File: src/rtl/pp_mac_scheduler.sv
// Log-domain multiply-accumulate sequencer: one tap beat per cycle through a shared
// partial-product register, one saturated window sum per output handshake. Macro PPS_RELU_EN clamps negative results to zero.
module pp_mac_scheduler #(
    parameter int ACC_W    = 32,
    parameter int MAX_TAPS = 9,
    parameter int CNT_W    = 4
) (
    input  logic             clk,
    input  logic             rst,
    input  logic             s_valid,
    output logic             s_ready,
    input  logic [7:0]       s_image,
    input  logic [3:0]       s_weight,
    input  logic             s_last,
    output logic             m_valid,
    input  logic             m_ready,
    output logic [ACC_W-1:0] m_data,
    output logic [CNT_W-1:0] m_count,
    output logic             m_ovf
);

    typedef enum logic [1:0] {IDLE, ACCUM, DRAIN, OUT} state_t;

    localparam logic [ACC_W-1:0] ACC_MAX = {1'b0, {(ACC_W-1){1'b1}}};
    localparam logic [ACC_W-1:0] ACC_MIN = {1'b1, {(ACC_W-1){1'b0}}};

    state_t             state_q, state_d;
    logic [ACC_W-1:0]   acc_q, acc_d;
    logic [CNT_W-1:0]   count_q, count_d;
    logic               ovf_q, ovf_d;
    logic               pp_valid_q, pp_valid_d;
    logic               pp_sign_q, pp_sign_d;
    logic [24:0]        pp_mag_q, pp_mag_d;
    logic               s_ready_q, s_ready_d;
    logic               m_valid_q, m_valid_d;

    logic               accept;
    logic               zero;
    logic [4:0]         shift;
    logic [24:0]        base;
    logic [CNT_W-1:0]   count_next;
    logic               last_beat;
    logic [ACC_W:0]     acc_ext, mag_ext, sum;

    assign s_ready = s_ready_q & rst;
    assign accept  = s_valid & s_ready;

    always_comb begin
        state_d    = state_q;
        acc_d      = acc_q;
        count_d    = count_q;
        ovf_d      = ovf_q;
        pp_valid_d = accept;
        pp_sign_d  = pp_sign_q;
        pp_mag_d   = pp_mag_q;

        zero       = (s_image[6:0] == 7'd0) | (s_weight[2:0] == 3'b111);
        shift      = {1'b0, s_image[6:3]} + {2'b00, s_weight[2:0]};
        base       = {21'd0, 1'b1, s_image[2:0]};
        count_next = count_q + 1'b1;
        last_beat  = s_last | (count_next == CNT_W'(MAX_TAPS));

        if (accept) begin
            pp_sign_d = s_image[7] ^ s_weight[3];
            pp_mag_d  = zero ? 25'd0 : (base << shift);
        end

        // One extra bit of headroom: the top two bits disagree exactly when the add overflowed
        acc_ext = {acc_q[ACC_W-1], acc_q};
        mag_ext = (ACC_W+1)'(pp_mag_q);
        sum     = pp_sign_q ? (acc_ext - mag_ext) : (acc_ext + mag_ext);
        if (pp_valid_q) begin
            if (sum[ACC_W] != sum[ACC_W-1]) begin
                acc_d = sum[ACC_W] ? ACC_MIN : ACC_MAX;
                ovf_d = 1'b1;
            end else begin
                acc_d = sum[ACC_W-1:0];
            end
        end

        case (state_q)
            IDLE, ACCUM: begin
                if (accept) begin
                    count_d = count_next;
                    state_d = last_beat ? DRAIN : ACCUM;
                end
            end
            DRAIN: state_d = OUT;
            OUT: begin
                if (m_ready) begin
                    state_d = IDLE;
                    acc_d   = '0;
                    count_d = '0;
                    ovf_d   = 1'b0;
                end
            end
            default: state_d = IDLE;
        endcase

        s_ready_d = (state_d == IDLE) || (state_d == ACCUM);
        m_valid_d = (state_d == OUT);
    end

    always_ff @(posedge clk) begin
        if (!rst) begin
            state_q    <= IDLE;
            acc_q      <= '0;
            count_q    <= '0;
            ovf_q      <= 1'b0;
            pp_valid_q <= 1'b0;
            pp_sign_q  <= 1'b0;
            pp_mag_q   <= '0;
            s_ready_q  <= 1'b1;
            m_valid_q  <= 1'b0;
        end else begin
            state_q    <= state_d;
            acc_q      <= acc_d;
            count_q    <= count_d;
            ovf_q      <= ovf_d;
            pp_valid_q <= pp_valid_d;
            pp_sign_q  <= pp_sign_d;
            pp_mag_q   <= pp_mag_d;
            s_ready_q  <= s_ready_d;
            m_valid_q  <= m_valid_d;
        end
    end

    assign m_valid = m_valid_q;
    assign m_count = m_valid_q ? count_q : '0;
    assign m_ovf   = m_valid_q & ovf_q;
`ifdef PPS_RELU_EN
    assign m_data  = (m_valid_q && !acc_q[ACC_W-1]) ? acc_q : '0;
`else
    assign m_data  = m_valid_q ? acc_q : '0;
`endif

endmodule

File: config.mk
export PLATFORM = sky130hd
export DESIGN_NAME = pp_mac_scheduler
export DESIGN_NICKNAME = d
export VERILOG_FILES = /design/src/rtl/pp_mac_scheduler.sv
export SDC_FILE = /design/constraint.sdc
export NUM_CORES = 1
export LEC_CHECK = 0
export ABC_AREA = 1
export CAP_MARGIN = 10
export CORE_MARGIN = 10
export CORE_UTILIZATION = 30
export CTS_BUF_LIST = sky130_fd_sc_hd__clkbuf_2
export DETAILED_ROUTE_END_ITERATION = 7
export PLACE_DENSITY = 0.44
export SLEW_MARGIN = 5
export SYNTH_ARGS = -nofsm -noshare
export SYNTH_HDL_FRONTEND = slang
export SYNTH_SLANG_ARGS = --single-unit
File: constraint.sdc
create_clock -name clk -period 4.1 [get_ports clk]
set_clock_uncertainty 0.1 [all_clocks]
set_input_delay 0.41 -clock clk [delete_from_list [all_inputs] [get_ports clk]]
set_output_delay 0.41 -clock clk [all_outputs]
set_load 0.03 [all_outputs]
==> results of run 1 <==
==> logic make-up (layout without fill, tap and decap cells) <==
group / Yosys count / after routing / share of synthesized area [%]
adders and majority gates: 40 / 40 / 8.504
other: 0 / 1 / 0
AOI/OAI and AO/OA: 169 / 169 / 15.25
and+or+nand+nor: 505 / 505 / 35.01
buffers and inverters: 186 / 240 / 12.14
DFF: 68 / 68 / 22.46
xor gates and xnor gates: 46 / 46 / 6.646
==> how the worst max path moves through the flow <==
| stage | to | cells past startpoint | start |
|---|---|---|---|
| final | acc_q[11] | 22 | pp_mag_q[0] |
| after global routing | acc_q[11] | 24 | pp_mag_q[2] |
| after CTS | acc_q[6] | 22 | pp_mag_q[2] |
| after detailed placement | acc_q[2] | 22 | pp_mag_q[2] |
| after global placement | acc_q[10] | 20 | pp_mag_q[2] |
| after floorplan | acc_q[22] | 23 | pp_mag_q[2] |
==> flip-flops by register name, summed over array words and instances (netlist names) <==
signal,count
state_q,2
m_valid,1
acc_q,32
count_q,4
pp_valid_q,1
pp_mag_q,25
s_ready_q,1
ovf_q,1
pp_sign_q,1
==> layout by cell type (no fill, tap or decap), types with 4 or more instances in the layout <==
cell type	netlist	layout
a21oi_1	94	93
a31oi_1	6	6
buf_4	0	10
clkbuf_2	0	9
clkdlybuf4s50_1	0	55
dfxtp_1	68	68
ha_1	38	38
inv_1	156	156
nand2_1	300	300
nand2_2	11	11
nand3_1	42	41
nor2_1	104	104
nor2_2	4	4
nor3_1	15	14
o211ai_1	8	8
o21ai_0	43	43
o21bai_1	8	8
or2_2	10	10
xnor2_1	11	11
xor2_1	35	35
==> layout make-up <==
| cell class | instances | area (um^2) | area share [%] |
|---|---|---|---|
| Multi-Input combinational cell | 760 | 3979 | 56.91 |
| Sequential cell | 68 | 1361 | 19.47 |
| Timing Repair Buffer | 65 | 625.6 | 8.948 |
| Inverter | 159 | 596.8 | 8.536 |
| Tap cell | 265 | 331.6 | 4.742 |
| Clock inverter | 7 | 50.05 | 0.7158 |
| Clock buffer | 9 | 45.04 | 0.6442 |
| Antenna cell | 1 | 2.502 | 0.03579 |
==> what timing repair did <==
action                                  CTS  global route
hold endpoints to repair                  0             0
resized for setup                         0             3
endpoints found under the setup margin    0            32
setup buffers                             0             2
==> Yosys cell counts, types with 2 or more instances <==
cell      count  share of area (%)
buf_6         3               0.56
and2_1        2               0.21
or2_2        10                1.0
nand3b_1      3               0.37
xor2_1       35                5.1
nor2_2        4               0.41
clkbuf_1     19                1.2
ha_1         38                7.8
nor3_1       15                1.2
o31ai_1       2               0.25
nand3_1      42                3.5
xnor2_1      11                1.6
nand2_1     300                 19
nand2_2      11                1.1
fa_1          2               0.66
o21ai_1       2               0.17
o21ai_0      43                3.6
nand4_1       3               0.31
nand2_4       3               0.56
clkinv_1      2               0.12
a31oi_1       6               0.62
inv_1       156                9.7
o211ai_1      8               0.99
o21bai_1      8               0.99
nor4_1        3               0.31
buf_2         3               0.25
dfxtp_1      68                 22
nor2_1      104                6.4
a21oi_1      94                7.8
==> stage by stage <==
step,total power [uW],area [um^2]
2_1_floorplan,2568,6062
3_3_place_gp,3154,6865
3_5_place_dp,3133,6865
4_1_cts,3554,6960
5_1_grt,3921,6992
6_report,3544,6992
==> metal layers <==
metal	global-route usage, %	routed length [um]	vias to the layer above
met3	2.250	535	15
met1	18.99	9392	2701
met4	4.136	268	0
met5	0	0	-
met2	24.90	9037	71
li1	-	-	3283
==> power groups by stage <==
| stage | Combinational [uW] | Sequential (uW) | Clock [uW] |
|---|---|---|---|
| 2_1_floorplan | 1790 | 781 | 0 |
| 4_1_cts | 2330 | 801 | 423 |
| 6_report | 2340 | 799 | 403 |
| 5_1_grt | 2660 | 811 | 450 |
| 3_5_place_dp | 2320 | 814 | 0 |
| 3_3_place_gp | 2340 | 816 | 0 |
==> critical path, stage by stage (launching register included) <==
cell and delay [ps]:
dfxtp_1 370, inv_1 80, ha_1 160, nand2_1 100, nor2_1 190, nand2_1 80, o21ai_0 270, o21ai_0 170
xnor2_1 230, ha_1 310, nand2_1 140, inv_1 50, nand2_1 60, and2_1 190, a21oi_1 90, nor2_1 200
nand2_2 80, nand2_1 80, nand2_2 80, a21oi_4 150, buf_4 200, buf_4 160, a21oi_1 60
==> impl_results.md, run 1 <==
- Status: finished, final reports clean
- CP max FO: 10
- DR vias/cell: 4.550
- Die span in y: 162.2 um
- # Max-Cap Violations: 0
- Crit start category: flip-flop
- Routed WL: 19240 um
- Place WS: 109.2 ps
- Routed via count: 6070
- Post-synthesis instance area: 0.006062 mm^2
- Leakage dissipation: 0.003486 uW
- Crit Path Category: reg -> reg
- TritonRoute pass-1 iters: 5
- Critical Path AT: 4080 ps
- Part of the power in combinational logic: 66.1%
- Clock Tree Buf Depth: 2
- Hold endpoint: pp_mag_q[12]
- Fin worst setup slack: 437.5 ps
- Seq pwr share: 22.5%
- Worst-path clk slew: 230 ps
- Largest net degree at the start of global routing: 35
- Slew @ Worst Pin: 918.2 ps
- Filler instances: 2319
- Die area: 0.02629 mm^2
- PwrDens: 506.9 mW/mm^2
- Switch Pwr: 1940 uW
- Row count: 51
- Period Utilization, post-route: 89.33%
- Total CTS buffers: 9
- CP required: 4520 ps
- Hold path depth: 2
- Register area share after synthesis: 22.46%
- DP HPWL: 15440 um
- EDFF count, synth: 0
- Register-to-register setup slack: 440 ps
- Max frequency: 0.2730 GHz
- Synth Area per Inst: 5.978 um^2
- Clock power share: 11.4%
- CTS H-tree lvls: 3
- Wire per inst: 14.42 um
- Min Tclk post-route: 3663 ps
- Number of synthesized register bits: 68
- Top FF cell, synth: dfxtp_1
- Synth warnings: 0
- Worst-Skew Late Latency: 630 ps
- Post-DRT Antenna Nets: 0
- Area Growth Syn to Fin: 15.34%
- Distinct cell type count after synthesis: 43
- Final Hold Violating Endpoints: 0
- Syn Inst Count: 1014
- Die width: 162.2 um
- CTS Hold Bufs: 0
- Layout Cells excl Fill: 1334
- Setup_tns: 0 ps
- Syn_nets: 1071
- # DRC: 0
- Hold_sp: pp_mag_q[12]
- Placer Congestion: 0.8673
- Fin. max-slew vios: 0
- Final #Nets: 1120
- Number of port buffers: 55
- Reg-to-Reg Start: pp_mag_q[0]
- Clk root buf: clkbuf_2
- IO Pins: 56
- Initial antenna violation count: 1
- Final Setup Violations: 0
- Clock sink total: 68
- Core Util, Final: 35.57%
- Core area: 0.01965 mm^2
- Endpoint class of the critical path: flip-flop
- Number of DRC markers in iteration 0: 309
- Type of the most critical hold path: reg -> reg
- FF-to-FF End: acc_q[11]
- Worst rel slew slack: 38.72%
- Final hold slack: 385.2 ps
- RSZ-0062 raised after global routing: no
- Sw frac: 54.75%
- Grt ovf: 0
- Int Power: 1604 uW
- Share of cells above drive strength 1: 5.993%
- First-pass GRT wire length: 31320 um
- Reg2Reg Depth: 22
- Dpl cells: 1315
- Total GRT Usage: 14.75%
- VDD IR max: 0.1878 mV
- Asr flop ratio synth: 0%
- Initial Util: 30.84%
- Vias in the first global route: 5952
- CTS tree: built
Note: power is estimated with default switching activity, not from simulation.
==> run 2, diff against run 1 <==
--- a/config.mk
+++ b/config.mk
@@ -7,6 +7,7 @@
 export LEC_CHECK = 0
 export ABC_AREA = 1
 export CAP_MARGIN = 10
+export CORE_ASPECT_RATIO = 0.5
 export CORE_MARGIN = 10
 export CORE_UTILIZATION = 30
 export CTS_BUF_LIST = sky130_fd_sc_hd__clkbuf_2
==> run 2 against run 1 <==
Against the previous run:
- via count is 3.2% higher
- register-to-register slack worse by 80 ps
- non-clock buffer count is 1 lower
- global-route usage is 0.30 points higher
- power increased by 4.0%
- die area is 1.3% higher
- largest cell class unchanged
- largest power group unchanged
==> impl_results.md, run 2 (synthesis gave the netlist of run 1 again) <==
- Share of cells above drive strength 1: 6.098% (was 5.993%)
- IO Pins: 56 (unchanged)
- Int Power: 1729 uW (was 1604 uW)
- Routed WL: 20230 um (was 19240 um)
- Most common cell after layout, fill and taps aside: nand2_1 (unchanged)
- Final Setup Violations: 0 (unchanged)
- Die width: 221.0 um (was 162.2 um)
- Total GRT Usage: 15.04% (was 14.75%)
- PwrDens: 522.6 mW/mm^2 (was 506.9 mW/mm^2)
- Critical Path AT: 4130 ps (was 4080 ps)
- Slew @ Worst Pin: 925.6 ps (was 918.2 ps)
- Setup_tns: 0 ps (unchanged)
- CTS tree: built (unchanged)
- Final Hold Violating Endpoints: 0 (unchanged)
- Row count: 36 (was 51)
- Area Growth Syn to Fin: 16.35% (was 15.34%)
- Period Utilization, post-route: 91.19% (was 89.33%)
- CP required: 4490 ps (was 4520 ps)
- First-pass GRT wire length: 32550 um (was 31320 um)
- Initial antenna violation count: 1 (unchanged)
- Switch Pwr: 1957 uW (was 1940 uW)
- Final #Nets: 1119 (was 1120)
- DP HPWL: 16190 um (was 15440 um)
- Final Cell Area: 0.007053 mm^2 (was 0.006992 mm^2)
- Seq pwr share: 21.4% (was 22.5%)
- Vias in the first global route: 6047 (was 5952)
- CTS Hold Bufs: 0 (unchanged)
- # Max-Cap Violations: 0 (unchanged)
- Number of port buffers: 55 (unchanged)
- Number of DRC markers in iteration 0: 441 (was 309)
- Post-DRT Antenna Nets: 0 (unchanged)
- Die span in y: 120.5 um (was 162.2 um)
- Clk root buf: clkbuf_2 (unchanged)
- Total CTS buffers: 9 (unchanged)
- Clock Tree Buf Depth: 2 (unchanged)
- Die area: 0.02664 mm^2 (was 0.02629 mm^2)
- Top Registers: acc_q x32, pp_mag_q x25, count_q x4 (unchanged)
- # DRC: 0 (unchanged)
- RSZ-0062 raised after global routing: no (unchanged)
- Clock sink total: 68 (unchanged)
- Crit Path Category: reg -> reg (unchanged)
- Initial Util: 30.87% (was 30.84%)
- Total power: 3686 uW (was 3544 uW)
- Worst-path clk slew: 200 ps (was 230 ps)
- VDD IR max: 0.1653 mV (was 0.1878 mV)
- DR vias/cell: 4.698 (was 4.550)
- Max frequency: 0.2675 GHz (was 0.2730 GHz)
- Worst rel slew slack: 38.23% (was 38.72%)
- Worst-Skew Late Latency: 570 ps (was 630 ps)
- Area post-placement: 0.006879 mm^2 (was 0.006865 mm^2)
- Crit start category: flip-flop (unchanged)
- Fin. max-slew vios: 0 (unchanged)
- Sw frac: 53.10% (was 54.75%)
- Reg with most FFs: acc_q (unchanged)
- CTS H-tree lvls: 3 (unchanged)
- Min Tclk post-route: 3739 ps (was 3663 ps)
- Core area: 0.01964 mm^2 (was 0.01965 mm^2)
- Clock power share: 13.0% (was 11.4%)
- Largest net degree at the start of global routing: 39 (was 35)
- TritonRoute pass-1 iters: 5 (unchanged)
- Type of the most critical hold path: reg -> reg (unchanged)
- Grt ovf: 0 (unchanged)
- Placer Congestion: 0.9442 (was 0.8673)
- Part of the power in combinational logic: 65.6% (was 66.1%)
- Final hold slack: 384.4 ps (was 385.2 ps)
- Leakage dissipation: 0.003511 uW (was 0.003486 uW)
- CP max FO: 16 (was 10)
- Commonest non-fill, non-tap cells in the layout: nand2_1 (300), inv_1 (156), nor2_1 (103) (was nand2_1 (300), inv_1 (156), nor2_1 (104))
- Status: finished, final reports clean (unchanged)
- Endpoint class of the critical path: flip-flop (unchanged)
- Wire per inst: 15.18 um (was 14.42 um)
- Filler instances: 2272 (was 2319)
- Number of flip-flops under the largest register name: 32 (unchanged)
- Routed via count: 6262 (was 6070)
==> run 2: changes by cell type in the layout (fill, tap and decap cells not counted), moves of 2 or more <==
cell       delta
buf_12        +2
buf_4         -3
bufinv_16     +2
inv_6         -2
==> run 2: critical path, stage by stage (launching register included) <==
cell and delay (ps):
dfxtp_1 380, inv_1 80, ha_1 160, nand2_1 100, nor2_1 190, nand3_1 120
or2_2 300, o21ai_0 190, xor2_1 290, ha_1 340, nand2_1 150, nor2_1 90
nand2_1 110, a21oi_1 50, nor2_1 210, nand2_2 80, nand2_1 110, nand2_4 90
nand2_4 200, nand3b_1 150, a21oi_1 180
==> run 2: final timing paths <==
path | start | endpoint | slack, ps | depth (start not counted)
max | pp_mag_q[0] | acc_q[0] | 360 | 20
min reg2reg | pp_mag_q[8] | pp_mag_q[8] | 380 | 2
max reg2reg | pp_mag_q[0] | acc_q[0] | 360 | 20
min | pp_mag_q[8] | pp_mag_q[8] | 380 | 2
==> run 2: through the flow <==
stage          cells  setup slack, ps  utilization [%]
6_report        1333            361.3            35.91
5_1_grt         1333            21.25            35.91
4_1_cts         1331            241.9            35.68
3_5_place_dp    1316            283.5            35.03
3_3_place_gp    1316            280.6            35.03
2_1_floorplan   1014            990.6                -
==> run 2: metal layers <==
metal	part of all wire, %	track usage, %	up-vias
met1	55	21.83	2866
met3	3.4	2.886	14
met4	1.0	3.360	0
met2	40	22.30	100
met5	0	0	-
li1	-	-	3282
==> run 2: area by class of cell <==
class                           instances  area [um^2]  share of cell area [%]
Antenna cell                            1        2.502                 0.03548
Clock buffer                           10        50.05                  0.7096
Clock inverter                          5        77.57                   1.100
Inverter                              159        596.8                   8.462
Multi-Input combinational cell        760         3989                   56.56
Sequential cell                        68         1361                   19.30
Tap cell                              266        332.8                   4.719
Timing Repair Buffer                   64        643.1                   9.118
==> run 2: repair_timing <==
item / CTS / global route
setup endpoints to repair: 0 / 31
hold endpoints to repair: 0 / 0
gates resized for setup: 0 / 6
buffers inserted: 0 / 1
==> run 2: power by group through the flow <==
stage / sequential, uW / clock (uW) / combinational [uW]
floorplan: 781 / 0 / 1790
global placement: 805 / 0 / 2370
detailed placement: 805 / 0 / 2370
CTS: 792 / 500 / 2380
global route: 801 / 526 / 2730
finish: 790 / 477 / 2420
